===== config.mk =====
export PLATFORM = sky130hd
export DESIGN_NAME = fluid_rr_arbiter
export DESIGN_NICKNAME = d
export VERILOG_FILES = /design/src/rtl/fluid_rr_arbiter.sv
export SDC_FILE = /design/constraint.sdc
export NUM_CORES = 1
export LEC_CHECK = 0
export ABC_CLOCK_PERIOD_IN_PS = 1700
export BUFFER_PORTS_ARGS = -buffer_cell sky130_fd_sc_hd__buf_4
export CAP_MARGIN = 20
export CORE_ASPECT_RATIO = 1.4
export CORE_MARGIN = 2
export CORE_UTILIZATION = 33
export CTS_CLUSTER_DIAMETER = 100
export DETAILED_ROUTE_END_ITERATION = 7
export SYNTH_ARGS = -nofsm -noshare
export SYNTH_HDL_FRONTEND = slang
export SYNTH_SLANG_ARGS = --single-unit

===== constraint.sdc =====
create_clock -name clk -period 1.7 [get_ports clk]
set_clock_uncertainty 0.05 [all_clocks]
set_input_delay 0.34 -clock clk [delete_from_list [all_inputs] [get_ports clk]]
set_output_delay 0.34 -clock clk [all_outputs]
set_load 0.005 [all_outputs]

===== src/rtl/fluid_rr_arbiter.sv =====
// Round-robin arbiter sharing one fluid (Valid/Retry) stage between NumInp requesters,
// with a 2-entry FIFO output buffer. Optional packet locking via `FLUID_ARB_LOCK_EN.
module fluid_rr_arbiter #(
    parameter  int Size   = 8,
    parameter  int NumInp = 4,
    localparam int IdxW   = $clog2(NumInp)
) (
    input  logic                   clk,
    input  logic                   reset,
    input  logic                   clear,
    input  logic [NumInp*Size-1:0] inp_data,
    input  logic [NumInp-1:0]      inpValid,
`ifdef FLUID_ARB_LOCK_EN
    input  logic [NumInp-1:0]      inpLast,
`endif
    output logic [NumInp-1:0]      inpRetry,
    output logic [Size-1:0]        q,
    output logic [IdxW-1:0]        qSrc,
    output logic                   qValid,
    input  logic                   qRetry
);

    logic [Size-1:0] buf_data [2];
    logic [IdxW-1:0] buf_src  [2];
    logic            head;
    logic [1:0]      count;
    logic [IdxW-1:0] ptr;

    logic            flush;
    logic            full;
    logic            grant;
    logic [IdxW-1:0] win;
    logic [IdxW-1:0] ptr_next;
    logic            push;
    logic            pop;
    logic            wr_idx;

`ifdef FLUID_ARB_LOCK_EN
    logic            locked;
    logic [IdxW-1:0] lock_src;
`endif

    assign flush  = reset | clear;
    assign full   = (count == 2'd2);
    assign qValid = (count != 2'd0);
    assign q      = buf_data[head];
    assign qSrc   = buf_src[head];
    assign push   = grant & ~full & ~flush;
    assign pop    = qValid & ~qRetry;
    // The tail slot sits one past the head when a single entry is held.
    assign wr_idx = head ^ count[0];
    assign ptr_next = (win == IdxW'(NumInp - 1)) ? '0 : win + 1'b1;

    // First valid requester at or after ptr, wrapping modulo NumInp.
    // NOTE: every always_comb output gets a default first so no latch is inferred.
    always_comb begin
        grant = 1'b0;
        win   = '0;
        for (int k = 0; k < NumInp; k++) begin
            if (!grant && inpValid[(int'(ptr) + k) % NumInp]) begin
                grant = 1'b1;
                win   = IdxW'((int'(ptr) + k) % NumInp);
            end
        end
`ifdef FLUID_ARB_LOCK_EN
        if (locked) begin
            grant = inpValid[lock_src];
            win   = lock_src;
        end
`endif
    end

    always_comb begin
        inpRetry = '1;
        if (push) inpRetry[win] = 1'b0;
    end

    // NOTE: state uses non-blocking assignments; the buffer storage is reset too
    // because q/qSrc read it directly and must show 0 after reset or clear.
    always_ff @(posedge clk) begin
        if (flush) begin
            buf_data[0] <= '0;
            buf_data[1] <= '0;
            buf_src[0]  <= '0;
            buf_src[1]  <= '0;
            head        <= 1'b0;
            count       <= 2'd0;
            ptr         <= '0;
`ifdef FLUID_ARB_LOCK_EN
            locked      <= 1'b0;
            lock_src    <= '0;
`endif
        end else begin
            if (push) begin
                buf_data[wr_idx] <= inp_data[win*Size +: Size];
                buf_src[wr_idx]  <= win;
            end
            if (pop) head <= ~head;
            case ({push, pop})
                2'b10:   count <= count + 2'd1;
                2'b01:   count <= count - 2'd1;
                default: count <= count;
            endcase
            if (push) begin
`ifdef FLUID_ARB_LOCK_EN
                if (inpLast[win]) begin
                    locked <= 1'b0;
                    ptr    <= ptr_next;
                end else begin
                    locked   <= 1'b1;
                    lock_src <= win;
                end
`else
                ptr <= ptr_next;
`endif
            end
        end
    end

endmodule


==> run metrics, run 1 <==
Max stage delay cell, worst path dfxtp_4; Bufs on Longest Clock Path 2; largest net degree at the start of global routing 15; synth unique cells 30; initial DRC count 39; Yosys warnings 0; pre-CTS WS -0.145 ns; Critical Path AT 1.52 ns; Tmin final 1.91 ns; Post-synth top cells edfxtp_1, mux2i_1, o22ai_1, mux2_2, nand2_1; initial core utilization between 30 and 40%; Post-synth EDFFs 20; Max rail drop VDD 0.311 mV; Layout fillers between 300 and 400; H-tree depth 1; syn nets between 150 and 200; failing checks negative setup slack; Worst Path Max Fanout 5; DRT antenna net count 0; Critical Path RT 1.31 ns; chip width 62.0 um; unrepaired setup endpoints after global routing yes; IO buf count 54; CP Launch Type flip-flop; vias in the first global route 1,423; crit-path leading delay family flip-flops; gp weighted congestion 0.695; share of layout cells above drive strength 1 68.2%; clock sinks 26; Post-synth ARST share 0%; Crit path largest cell delay 0.38 ns; status finished, violations left; Detail Placement HPWL 2860 um; Post-synth top flop edfxtp_1; Worst-path clk slew 0.09 ns; initial antenna violation count 0; CTS tree done; global-route wire length before repair 6330 um; drt total wl about 4300 um; final setup margin -0.212 ns; Placed Cells 269; P per Cell Area 696 nW/um^2; fin cells ~280; global-route usage over all layers between 15 and 20%; Slew Limit Fails 0; post-synthesis cell area 1550 um^2; FF+latch count, synth 26; Period Utilization, post-route 112%; die height 85.2 um; Buf+Inv Stages, Crit Path 2; Synth top area share 38.7%; max cap viols 0; most common cell in the netlist edfxtp_1; Yosys top cell by area edfxtp_1; Post-Syn Instances approximately 130; wire length per cell 15.4 um; CP Class flip-flop to output pin; cell breakdown of the critical path mux2i_2 -> o22ai_2 -> nor2_8 -> inv_4 -> ha_2 -> nand2_2 -> buf_4; register area slightly above 700 um^2; Layout area overhead 69.2%; fmax 0.523 GHz; core area 4540 um^2; # IOs 55; cts bufs inserted 3; Nets 263; Via density slightly below 5; DR vias about 1,400; Antenna diodes 0; Worst slew margin around 80%; actual slew at the worst max-slew pin 0.266 ns; # hold bufs at CTS 0; Crit. End Element output pin; area occupied by multi-input gates 1050 um^2; Die ar. 5280 um^2; clock latency on the worst-skew pair 0.26 ns; Synth Area per Inst between 10 and 15 um^2; hold slack 0.318 ns; Initial DRT Pass Iterations 4; Leak 0.00106 uW; post-synthesis sequential area ratio 46.4%; Remaining DRCs 0; gr ovfl total 0; Final setup violation count 20; largest cells by area after synthesis edfxtp_1, mux2i_1, dfxtp_1, mux2_2, o22ai_1; CTS root buf clkbuf_8; HP Class primary input to flip-flop; num rows 29; Fin. Hold Viols 0
## cell type report
cell class	count	area share (%)
Sequential cell	26	27.7
Tap cell	62	2.95
Clock buffer	4	2.10
Multi-Input combinational cell	95	40.1
Inverter	8	1.24
Timing Repair Buffer	84	26.0
## timing repair
| item | 4_1_cts | 5_1_grt |
|---|---|---|
| cloned | 1 | 3 |
| gates resized for setup | 30 | 35 |
| pin swaps | 16 | 7 |
| setup endpoints to repair | 20 | 42 |
| setup buffers | 3 | 1 |
## cells by family after synthesis
logic type	after synthesis	share of synthesized area, %
mux	28	18.9
buf+inv	15	5.88
compound gates	27	12.2
xor+xnor	4	2.26
flops	26	46.4
fa+ha+maj	5	4.03
simple gates	29	10.3
## path summary, 6_finish.rpt
path | from | end | slack [ns] | cells after the start
max | ptr[1] | inpRetry[2] | -0.21 | 7
min | reset | flip-flop | 0.32 | 3
max reg2reg | ptr[1] | buf_data[1][1] | -0.18 | 7
min reg2reg | ptr[0] | ptr[0] | 0.54 | 3
## sequential cells by signal, summed over array words and instances, names as in the netlist, named ones only
name / flops
buf_data: 16
buf_src: 4
count: 2
ptr: 2
head: 1
## through the flow
stage | util [%] | cell area (um^2) | setup TNS (ns) | total power (uW)
6_report | 57.9 | 2630 | -3.08 | 1830
3_3_place_gp | 48.8 | 2210 | -2.35 | 1220
2_1_floorplan | - | 1560 | -0.0760 | 1000
3_5_place_dp | 48.8 | 2210 | -3.41 | 1230
4_1_cts | 54.3 | 2460 | -3.03 | 1740
5_1_grt | 57.9 | 2630 | -4.49 | 1910
## power breakdown
part / total (uW) / switching, uW / internal [uW] / leakage [uW]
combinational: 680 / 287 / 394 / 0.000752
clock: 394 / 187 / 207 / 0.0000288
sequential: 754 / 19.2 / 735 / 0.000274
## worst register-to-register path: stages, from the launching register on
cell and delay [ns]:
dfxtp_4 0.38, mux2i_2 0.22, o22ai_2 0.13, nor2_8 0.15, buf_6 0.15, buf_12 0.17
mux2i_4 0.28, o22ai_1 0.10
## placed cells by master, fill, tap and decap left out, types with 3 or more instances in the layout
master	synthesis	layout
buf_6	2	5
inv_1	7	5
xnor2_1	3	3
clkbuf_8	0	4
buf_4	0	76
dfxtp_1	6	3
nand2b_1	3	3
nand2_1	9	7
mux2_2	10	10
o22ai_1	16	9
edfxtp_1	20	20
nor3_1	5	5
a21oi_2	1	3
mux2i_4	0	15
o22ai_2	2	8
or2_4	1	5
nor2_1	5	4
## per-layer routing
layer  up-vias  wire (um)  global-route usage (%)
met5         -          0                       0
met4         0         31                    4.26
met3         5        193                    1.68
met2        40       2510                    29.7
met1       663       1550                    17.3
li1        669          -                       -
Note: power is estimated with default switching activity, not from simulation.
==> inputs of run 2 (changes only) <==
--- a/config.mk
+++ b/config.mk
@@ -8,11 +8,14 @@
 export ABC_CLOCK_PERIOD_IN_PS = 1700
 export BUFFER_PORTS_ARGS = -buffer_cell sky130_fd_sc_hd__buf_4
 export CAP_MARGIN = 20
+export CELL_PAD_IN_SITES_DETAIL_PLACEMENT = 1
+export CELL_PAD_IN_SITES_GLOBAL_PLACEMENT = 1
 export CORE_ASPECT_RATIO = 1.4
 export CORE_MARGIN = 2
 export CORE_UTILIZATION = 33
 export CTS_CLUSTER_DIAMETER = 100
 export DETAILED_ROUTE_END_ITERATION = 7
+export PLACE_DENSITY_LB_ADDON = 0.1
 export SYNTH_ARGS = -nofsm -noshare
 export SYNTH_HDL_FRONTEND = slang
 export SYNTH_SLANG_ARGS = --single-unit
==> run metrics, run 2 (synthesis results as in run 1) <==
fin cells 280 (was 279); Antenna diodes 0 (unchanged); CP Launch Type flip-flop (unchanged); unrepaired setup endpoints after global routing yes (unchanged); Buf+Inv Stages, Crit Path 2 (unchanged); gr ovfl total 0 (unchanged); crit-path leading delay family flip-flops (unchanged); Tmin final 1.96 ns (was 1.91 ns); Bufs on Longest Clock Path 2 (unchanged); core area 4540 um^2 (unchanged); die height 85.2 um (unchanged); Leak 0.00108 uW (was 0.00106 uW); Via density 4.80 (was 4.94); max cap viols 0 (unchanged); Nets 264 (was 263); status finished, violations left (unchanged); clock latency on the worst-skew pair 0.27 ns (was 0.26 ns); global-route usage over all layers 16.7% (was 15.7%); drt total wl 4320 um (was 4290 um); Pwr Total 1800 uW (was 1830 uW); fin util 56.7% (was 57.9%); initial DRC count 20 (was 39); IO buf count 54 (unchanged); commonest cells after routing, fill and taps aside buf_4, edfxtp_1, o22ai_1 (was buf_4, edfxtp_1, mux2i_4); Remaining DRCs 0 (unchanged); Critical Path AT 1.57 ns (was 1.52 ns); Slew Limit Fails 0 (unchanged); fmax 0.510 GHz (was 0.523 GHz); num rows 29 (unchanged); final setup margin -0.261 ns (was -0.212 ns); H-tree depth 1 (unchanged); gp weighted congestion 0.832 (was 0.695); Max rail drop VDD 0.384 mV (was 0.311 mV); # IOs 55 (unchanged); HP Class primary input to flip-flop (unchanged); Period Utilization, post-route 115% (was 112%); Max stage delay cell, worst path dfxtp_4 (unchanged); Critical Path RT 1.31 ns (about the same); largest net degree at the start of global routing 15 (unchanged); DR vias 1,345 (was 1,377); DRT antenna net count 0 (unchanged); most common cell after layout, fill and taps aside buf_4 (unchanged); Reg with most FFs buf_data (unchanged); initial antenna violation count 0 (unchanged); Worst Path Max Fanout 6 (was 5); actual slew at the worst max-slew pin 0.286 ns (was 0.266 ns); failing checks negative setup slack (unchanged); CP Class flip-flop to output pin (unchanged); cell breakdown of the critical path mux2i_1 -> o22ai_2 -> nor2_8 -> inv_4 -> ha_2 -> nand2_1 -> buf_4 (was mux2i_2 -> o22ai_2 -> nor2_8 -> inv_4 -> ha_2 -> nand2_2 -> buf_4); global-route wire length before repair 6600 um (was 6330 um); pre-CTS WS -0.251 ns (was -0.145 ns); top flop regs buf_data (16), buf_src (4) (unchanged); share of layout cells above drive strength 1 62.4% (was 68.2%); CTS tree done (unchanged); Crit. End Element output pin (unchanged); Layout area overhead 65.6% (was 69.2%); clock sinks 26 (unchanged); Placed Cells 269 (unchanged); Worst-path clk slew 0.09 ns (about the same); Crit path largest cell delay 0.38 ns (about the same); Detail Placement HPWL 3370 um (was 2860 um); Post-Route Setup TNS -3.70 ns (was -3.08 ns); Die ar. 5280 um^2 (unchanged); max reg flops 16 (unchanged); CTS root buf clkbuf_8 (unchanged); chip width 62.0 um (unchanged); Final setup violation count 22 (was 20); Fin. Hold Viols 0 (unchanged); # hold bufs at CTS 0 (unchanged); Initial DRT Pass Iterations 3 (was 4); vias in the first global route 1,483 (was 1,423); P per Cell Area 702 nW/um^2 (was 696 nW/um^2); wire length per cell 15.4 um (about the same); cts bufs inserted 3 (unchanged); Worst slew margin 81.0% (was 82.3%); initial core utilization 34.2% (unchanged)
-- run 2: what timing repair did --
action                                  4_1_cts  5_1_grt
gates resized for setup                      33       10
pin swaps                                     4        1
buffers inserted                              7        0
endpoints found under the setup margin       20       39
-- run 2: worst min-delay path, stage by stage --
cell    delay, ns
buf_4        0.10
buf_4        0.12
nor3_1       0.04
-- run 2: through the flow --
stage	hold WS (ns)	instance area, um^2
after detailed placement	0.546	2260
after global routing	0.308	2570
after floorplan	0.367	1560
after global placement	0.515	2260
final	0.309	2570
after CTS	0.306	2530
-- run 2: cell type report --
type                    instances  area [um^2]
clock buffers                   4         55.1
fillers                       481         1960
inverters                       8         32.5
multi-input cells              93          910
flip-flops and latches         26          726
well taps                      62         77.6
repair buffers                 87          771
-- run 2: worst paths after layout --
| kind | startpoint | endpoint | slack [ns] | cells after the start |
|---|---|---|---|---|
| max | ptr[1] | inpRetry[2] | -0.26 | 7 |
| min reg2reg | ptr[0] | ptr[0] | 0.54 | 3 |
| min | reset | flip-flop | 0.31 | 3 |
| max reg2reg | ptr[1] | buf_data[0][6] | -0.20 | 7 |
-- run 2: per-layer routing --
| layer | wire length (um) | part of all wire, % | vias up | track usage, % |
|---|---|---|---|---|
| li1 | - | - | 664 | - |
| met1 | 1500 | 35 | 645 | 16.5 |
| met3 | 128 | 3.0 | 7 | 1.83 |
| met5 | 0 | 0 | - | 0 |
| met2 | 2630 | 61 | 29 | 32.9 |
| met4 | 67 | 1.5 | 0 | 6.00 |
-- run 2: power breakdown --
group	internal, uW	total (uW)	leakage (uW)	switching (uW)
clock	207	410	0.0000288	203
combinational	381	641	0.000778	261
sequential	735	753	0.000274	17.9
